$ cat config.mk
export PLATFORM = sky130hd
export DESIGN_NAME = dmem_copy_ctrl_flat
export DESIGN_NICKNAME = d
export VERILOG_FILES = /design/src/rtl/dmem_copy_ctrl_pkg.sv /design/src/rtl/dmem_copy_ctrl_if.sv /design/src/rtl/dmem_copy_ctrl_port_arb.sv /design/src/rtl/dmem_copy_ctrl.sv /design/src/flat_wrapper.sv
export SDC_FILE = /design/constraint.sdc
export NUM_CORES = 1
export LEC_CHECK = 0
export BUFFER_PORTS_ARGS = -buffer_cell sky130_fd_sc_hd__buf_2
export CORE_MARGIN = 5
export CORE_UTILIZATION = 42
export DETAILED_ROUTE_END_ITERATION = 7
export HOLD_SLACK_MARGIN = 0.03
export PLACE_DENSITY_LB_ADDON = 0.15
export REMOVE_ABC_BUFFERS = 1
export SYNTH_ARGS = -nofsm -noshare
export SYNTH_HDL_FRONTEND = slang
export SYNTH_SLANG_ARGS = --single-unit
$ cat constraint.sdc
create_clock -name clk -period 3.2 [get_ports clk]
set_input_delay 0.64 -clock clk [delete_from_list [all_inputs] [get_ports clk]]
set_output_delay 0.64 -clock clk [all_outputs]
set_load 0.01 [all_outputs]
$ cat src/rtl/dmem_copy_ctrl_pkg.sv
// dmem_copy_ctrl_pkg: shared types and defaults for the data-memory block-copy engine
package dmem_copy_ctrl_pkg;
  typedef logic [7:0] addr_t;
  typedef logic [7:0] data_t;
  typedef enum logic [1:0] {IDLE = 2'd0, RD = 2'd1, WR = 2'd2} copy_state_t;
  localparam int STARVE_LIMIT_DEF = 4;
endpackage

$ cat src/rtl/dmem_copy_ctrl_if.sv
// dmem_copy_ctrl_if: copy-control, CPU load/store and data-memory port bundle
interface dmem_copy_ctrl_if;
  import dmem_copy_ctrl_pkg::*;
  logic  start;
  logic  abort;
  addr_t src_addr;
  addr_t dst_addr;
  logic [7:0] length;
  logic  busy;
  logic  done;
  logic  cpu_req;
  logic  cpu_we;
  addr_t cpu_addr;
  data_t cpu_wdata;
  data_t cpu_rdata;
  logic  cpu_wait;
  addr_t mem_addr;
  logic  mem_read;
  logic  mem_write;
  data_t mem_wdata;
  data_t mem_rdata;
  modport slave (
    input  start, abort, src_addr, dst_addr, length,
    input  cpu_req, cpu_we, cpu_addr, cpu_wdata, mem_rdata,
    output busy, done, cpu_rdata, cpu_wait,
    output mem_addr, mem_read, mem_write, mem_wdata
  );
  modport master (
    output start, abort, src_addr, dst_addr, length,
    output cpu_req, cpu_we, cpu_addr, cpu_wdata, mem_rdata,
    input  busy, done, cpu_rdata, cpu_wait,
    input  mem_addr, mem_read, mem_write, mem_wdata
  );
endinterface

$ cat src/rtl/dmem_copy_ctrl_port_arb.sv
// dmem_port_arb: shares the data-memory port between the CPU and the copy engine with bounded starvation
module dmem_port_arb
  import dmem_copy_ctrl_pkg::*;
#(
  parameter int STARVE_LIMIT = STARVE_LIMIT_DEF
) (
  input  logic  clk,
  input  logic  rst,
  input  logic  i_eng_want,
  input  logic  i_eng_wr,
  input  addr_t i_eng_addr,
  input  data_t i_eng_wdata,
  input  logic  i_cpu_req,
  input  logic  i_cpu_we,
  input  addr_t i_cpu_addr,
  input  data_t i_cpu_wdata,
  output logic  o_eng_grant,
  output logic  o_cpu_wait,
  output addr_t o_mem_addr,
  output logic  o_mem_read,
  output logic  o_mem_write,
  output data_t o_mem_wdata
);
  logic [7:0] r_stall;
  logic       w_force;
  assign w_force     = (STARVE_LIMIT != 0) && (r_stall == 8'(STARVE_LIMIT));
  assign o_eng_grant = i_eng_want & (~i_cpu_req | w_force);
  assign o_cpu_wait  = i_cpu_req & o_eng_grant;
  // Granted engine owns the port; otherwise a CPU request passes straight through
  always_comb begin
    o_mem_addr  = o_eng_grant ? i_eng_addr : i_cpu_addr;
    o_mem_read  = o_eng_grant ? ~i_eng_wr : i_cpu_req & ~i_cpu_we;
    o_mem_write = o_eng_grant ? i_eng_wr : i_cpu_req & i_cpu_we;
    o_mem_wdata = o_eng_grant ? i_eng_wdata : i_cpu_wdata;
  end
  // Consecutive cycles the engine lost to the CPU; any grant or idle cycle restarts the count
  always_ff @(posedge clk)
    if (rst || !i_eng_want || o_eng_grant) r_stall <= '0;
    else r_stall <= r_stall + 8'd1;
endmodule

$ cat src/rtl/dmem_copy_ctrl.sv
// dmem_copy_ctrl: byte-by-byte block copy engine sharing the data-memory port with the CPU
module dmem_copy_ctrl
  import dmem_copy_ctrl_pkg::*;
#(
  parameter int STARVE_LIMIT = STARVE_LIMIT_DEF
) (
  input logic clk,
  input logic Reset,
  dmem_copy_ctrl_if.slave bus
);
  localparam logic [1:0] ST_IDLE = IDLE;
  localparam logic [1:0] ST_RD   = RD;
  localparam logic [1:0] ST_WR   = WR;
  logic [1:0] r_state;
  addr_t      r_src;
  addr_t      r_dst;
  logic [7:0] r_cnt;
  data_t      r_hold;
  logic       r_done;
  logic       w_busy;
  logic       w_eng_want;
  logic       w_eng_grant;
  assign w_busy         = r_state != ST_IDLE;
  // Abort and reset suppress the engine access so a pending write is never issued
  assign w_eng_want     = w_busy & ~bus.abort & ~Reset;
  assign bus.busy       = w_busy;
  assign bus.done       = r_done;
  assign bus.cpu_rdata  = bus.mem_rdata;
  dmem_port_arb #(.STARVE_LIMIT(STARVE_LIMIT)) u_arb (
    .clk         (clk),
    .rst         (Reset),
    .i_eng_want  (w_eng_want),
    .i_eng_wr    (r_state == ST_WR),
    .i_eng_addr  (r_state == ST_WR ? r_dst : r_src),
    .i_eng_wdata (r_hold),
    .i_cpu_req   (bus.cpu_req),
    .i_cpu_we    (bus.cpu_we),
    .i_cpu_addr  (bus.cpu_addr),
    .i_cpu_wdata (bus.cpu_wdata),
    .o_eng_grant (w_eng_grant),
    .o_cpu_wait  (bus.cpu_wait),
    .o_mem_addr  (bus.mem_addr),
    .o_mem_read  (bus.mem_read),
    .o_mem_write (bus.mem_write),
    .o_mem_wdata (bus.mem_wdata)
  );
  // Copy sequencer: alternate read and write per byte, advancing only on granted cycles
  always_ff @(posedge clk)
    if (Reset) begin
      r_state <= ST_IDLE;
      r_src   <= '0;
      r_dst   <= '0;
      r_cnt   <= '0;
      r_hold  <= '0;
      r_done  <= 1'b0;
    end else begin
      r_done <= 1'b0;
      if (r_state == ST_IDLE) begin
        if (bus.start && !bus.abort) begin
          if (bus.length == 8'd0) r_done <= 1'b1;
          else begin
            r_src   <= bus.src_addr;
            r_dst   <= bus.dst_addr;
            r_cnt   <= bus.length;
            r_state <= ST_RD;
          end
        end
      end else if (bus.abort) r_state <= ST_IDLE;
      else if (w_eng_grant) begin
        if (r_state == ST_RD) begin
          r_hold  <= bus.mem_rdata;
          r_src   <= r_src + 8'd1;
          r_state <= ST_WR;
        end else begin
          r_dst   <= r_dst + 8'd1;
          r_cnt   <= r_cnt - 8'd1;
          r_state <= r_cnt == 8'd1 ? ST_IDLE : ST_RD;
          r_done  <= r_cnt == 8'd1;
        end
      end
    end
endmodule

$ cat src/flat_wrapper.sv
// flat-port wrapper written by rule: the top's interface ports become plain ports
module dmem_copy_ctrl_flat import dmem_copy_ctrl_pkg::*;
#(
  parameter int STARVE_LIMIT = STARVE_LIMIT_DEF
)
  (clk, Reset, bus_start, bus_abort, bus_src_addr, bus_dst_addr, bus_length, bus_cpu_req, bus_cpu_we, bus_cpu_addr, bus_cpu_wdata, bus_mem_rdata, bus_busy, bus_done, bus_cpu_rdata, bus_cpu_wait, bus_mem_addr, bus_mem_read, bus_mem_write, bus_mem_wdata);
  dmem_copy_ctrl_if bus_i ();
  input logic clk;
  input logic Reset;
  input wire logic [$bits(bus_i.start)-1:0] bus_start;
  input wire logic [$bits(bus_i.abort)-1:0] bus_abort;
  input wire logic [$bits(bus_i.src_addr)-1:0] bus_src_addr;
  input wire logic [$bits(bus_i.dst_addr)-1:0] bus_dst_addr;
  input wire logic [$bits(bus_i.length)-1:0] bus_length;
  input wire logic [$bits(bus_i.cpu_req)-1:0] bus_cpu_req;
  input wire logic [$bits(bus_i.cpu_we)-1:0] bus_cpu_we;
  input wire logic [$bits(bus_i.cpu_addr)-1:0] bus_cpu_addr;
  input wire logic [$bits(bus_i.cpu_wdata)-1:0] bus_cpu_wdata;
  input wire logic [$bits(bus_i.mem_rdata)-1:0] bus_mem_rdata;
  output wire logic [$bits(bus_i.busy)-1:0] bus_busy;
  output wire logic [$bits(bus_i.done)-1:0] bus_done;
  output wire logic [$bits(bus_i.cpu_rdata)-1:0] bus_cpu_rdata;
  output wire logic [$bits(bus_i.cpu_wait)-1:0] bus_cpu_wait;
  output wire logic [$bits(bus_i.mem_addr)-1:0] bus_mem_addr;
  output wire logic [$bits(bus_i.mem_read)-1:0] bus_mem_read;
  output wire logic [$bits(bus_i.mem_write)-1:0] bus_mem_write;
  output wire logic [$bits(bus_i.mem_wdata)-1:0] bus_mem_wdata;
  assign bus_i.start = bus_start;
  assign bus_i.abort = bus_abort;
  assign bus_i.src_addr = bus_src_addr;
  assign bus_i.dst_addr = bus_dst_addr;
  assign bus_i.length = bus_length;
  assign bus_i.cpu_req = bus_cpu_req;
  assign bus_i.cpu_we = bus_cpu_we;
  assign bus_i.cpu_addr = bus_cpu_addr;
  assign bus_i.cpu_wdata = bus_cpu_wdata;
  assign bus_i.mem_rdata = bus_mem_rdata;
  assign bus_busy = bus_i.busy;
  assign bus_done = bus_i.done;
  assign bus_cpu_rdata = bus_i.cpu_rdata;
  assign bus_cpu_wait = bus_i.cpu_wait;
  assign bus_mem_addr = bus_i.mem_addr;
  assign bus_mem_read = bus_i.mem_read;
  assign bus_mem_write = bus_i.mem_write;
  assign bus_mem_wdata = bus_i.mem_wdata;
  dmem_copy_ctrl #(.STARVE_LIMIT(STARVE_LIMIT)) u_core (.clk(clk), .Reset(Reset), .bus(bus_i));
endmodule
==> flow_results.org <==
** Cells and area
- Final cell count without fillers :: about 500
- Number of antenna cells inserted :: 0
- Counting the fill cells in the layout gives about 610.
- Final cell area excluding filler cells :: 3420 sq um
- Storage element area :: 868 sq um
- Share of final-layout standard cells stronger than drive strength 1 :: 32.4%
- Combined area of the multi-input logic cells :: 1700 sq um
- From synthesis to final layout, the design area changed by 28.0%.
- Net count reported at finish :: 474

** Global routing
- In the global route stage, overall resource usage came out at 16.5%.
- The first global-routing pass estimated 11.4 mm of wire.
- The initial antenna violation count was 1.
- Global route total overflow :: 0
- Entering global routing, the biggest net connects a little under 50 pins.
- Vias in the first global route :: 2520

** Outcome
- The flow ran to the end, and the final reports show no timing, DRC or antenna violations.

** Drt
- DR iter-0 viols :: 93
- The count of nets left with antenna violations once routing finished came out at 0.
- For this run, design rule violations remaining after detail routing come to 0.
- Wire length after detailed routing :: 7.51 mm
- Router iterations before antenna repair :: 4
- Detailed-route vias per instance :: 5.52
- Via count of the routed design :: 2711
- Per-cell routed wire length :: 15.3 um

** Floorplan
- Row cnt :: 29
- The floorplan step defined a die boundary enclosing approximately 8100 sq um.
- For this configuration, the core starts out at a cell density of ~43%.
- Number of primary I/O pins :: 83
- Die width :: roughly 90 um
- Placeable core area :: 6280 sq um
- Vertical die dimension :: 89.8 um

** Critical path
- Data arrives at the worst endpoint at 2550 ps.
- Buf/Inv on CP :: 3
- Highest cell delay on the worst timing path :: ~470 ps
- The critical path goes through inv_2, ha_4, or4b_4, o41ai_4, and2_4, clkbuf_16, mux2_4, buf_6.
- The kind of cell with the highest combined delay along the critical path is simple AND/OR/NAND/NOR gates.
- Critical Path Source Type :: flop
- The largest individual stage delay along the critical path comes from the cell or4b_4.
- Critical setup path kind :: flop to output pin
- Critical path data required time :: 2560 ps
- In this run the worst path has a maximum fanout of 5.
- Critical Path Sink Type :: output pin

** Yosys
- Top cells by area in the synthesized netlist :: dfxtp_1, a21oi_1, mux2i_1
- Synth Instances :: 334
- Leading cell types by count after synthesis :: dfxtp_1, nor2_1, a21oi_1
- Yosys mapped a number of flops with a built-in enable equal to 0.
- Unique masters post-synth :: 53
- Post-synthesis instance area :: 2670 sq um
- FF+latch count, synth :: 43
- Main flop type after synthesis :: dfxtp_1
- Share of synthesized flip-flops with an asynchronous set or reset :: 0%
- Library cell with the highest instance count after synthesis :: dfxtp_1
- The biggest area contributor in the post-synthesis netlist is dfxtp_1.
- Proportion of netlist area held by the largest area contributor :: 32.2%
- Warnings from Yosys :: 0
- Share of the yosys chip area belonging to registers :: 32.2%
- In this run the mean area of a mapped cell was 8.00 sq um.

** Placement
- At the end of routability-driven placement, the weighted congestion stood at 0.765.
- Dpl cells :: about 470
- The count of buffers added on input and output ports is 82.
- In this run the cell area measured after placement is 3100 sq um.
- Detailed-placement wirelength estimate :: roughly 5.1 mm

** STA
- Achievable clock frequency :: 0.314 GHz
- Maximum clock skew at final layout :: 9.66 ps
- Worst hold slack after final layout :: 436 ps
- Relative slew slack :: ~60%
- In the final timing run, aggregate negative setup slack is 0 ps.
- Setup repair after global routing missed its margin :: true
- Setup violations remaining at the end of the flow were counted as 0.
- Portion of the clock cycle consumed by the worst path in the final layout :: 99.6%
- Hold Violations, Final :: 0
- Max-slew violation total from the final report :: 0
- Slew of the pin with the lowest slew margin :: 599 ps
- After layout, the minimum clock period comes to 3190 ps.

** Power and ir drop
- VDD IR-drop max :: 242 uV
- Areal power density over the cells :: around 360 nW/um^2
- Leakage power of the design :: 1.54 nW

** Clock tree
- The number of hold buffers added after CTS was 0.
- The H-tree was split into 2 levels.
- CTS root buf :: clkbuf_8
- The clock drives 43 sinks.
- The clock passes through at most 2 buffers.
- Number of CTS-inserted buffers :: 5
- At the later pin of the worst-skew pair, clock insertion delay measures roughly 300 ps.
- TritonCTS clock tree :: done
- Clock input transition at the sequential cells of the worst setup and hold paths :: 80 ps

** Worst hold path
- Hold Crit Class :: flop to flop

** Flow run
- Across the run, the number of max-cap violations was 0.
what timing repair did:
item                                    in CTS  in global routing
pin swaps                                    0                  3
endpoints found under the setup margin       8                  9
gates resized for setup                      1                 32
setup buffers                                0                  8
cloned                                       0                  2
routing by layer:
metal | vias to the layer above | share of wire [%] | wire length [um] | GRT usage, %
met5 | - | 0.093 | 7 | 0
met4 | 2 | 0.41 | 31 | 3.65
met1 | 1269 | 45 | 3350 | 20.8
li1 | 1359 | - | - | -
met2 | 75 | 48 | 3630 | 27.6
met3 | 6 | 6.5 | 486 | 5.18
area by class of cell:
cell class | instances | area share, %
clock buffer | 6 | 2.41
sequential | 43 | 25.4
inverter | 6 | 0.658
clock inverter | 1 | 0.146
multi-input combinational | 259 | 49.7
timing repair buffer | 99 | 18.9
tap | 77 | 2.82
power breakdown:
group | switching [mW] | total, mW | internal [mW] | leakage [nW]
Combinational | 0.148 | 0.279 | 0.132 | 1.14
Sequential | 0.0294 | 0.585 | 0.556 | 0.351
Clock | 0.192 | 0.361 | 0.170 | 0.0470
Total | 0.369 | 1.23 | 0.857 | 1.54
sequential cells by signal, summed over array words and instances, names as in the netlist:
| register | count |
|---|---|
| u_core.bus.done | 1 |
| u_core.r_cnt | 8 |
| u_core.r_dst | 8 |
| u_core.r_hold | 8 |
| u_core.r_src | 8 |
| u_core.r_state | 2 |
| u_core.u_arb.r_stall | 8 |
final timing paths:
| kind | from | endpoint | slack (ps) | cells after the start |
|---|---|---|---|---|
| max | u_core.u_arb.r_stall[0] | bus_mem_wdata[0] | 10 | 8 |
| min | u_core.u_arb.r_stall[0] | u_core.u_arb.r_stall[0] | 440 | 1 |
| max reg2reg | u_core.u_arb.r_stall[0] | u_core.r_dst[0] | 670 | 10 |
| min reg2reg | u_core.u_arb.r_stall[0] | u_core.u_arb.r_stall[0] | 440 | 1 |
layout by cell type, fill, tap and decap left out, types with 11 or more instances in the layout:
cell type  netlist  layout
a21oi_1         38      38
dfxtp_1         43      41
buf_4           11      11
buf_2            3      74
buf_6            0      11
o21ai_0         14      13
mux2i_1         17      17
nand3_1         15      15
nand2_1         33      33
nor2_1          39      34
per-stage QoR:
step	setup WS [ps]	total power, mW	util, %
global route	-70.6	1.29	54.5
floorplan	-474	0.741	-
global placement	368	0.850	49.4
detailed placement	306	0.855	49.4
finish	12.7	1.23	54.5
CTS	14.3	1.21	50.8
cell families after synthesis:
family	share of synthesized area, %
compound gates	21.9
xor+xnor	2.62
fa+ha+maj	2.81
buf+inv	6.55
flops	32.2
mux	9.74
simple gates	24.2
No activity file was read; power rests on OpenSTA's default activity.
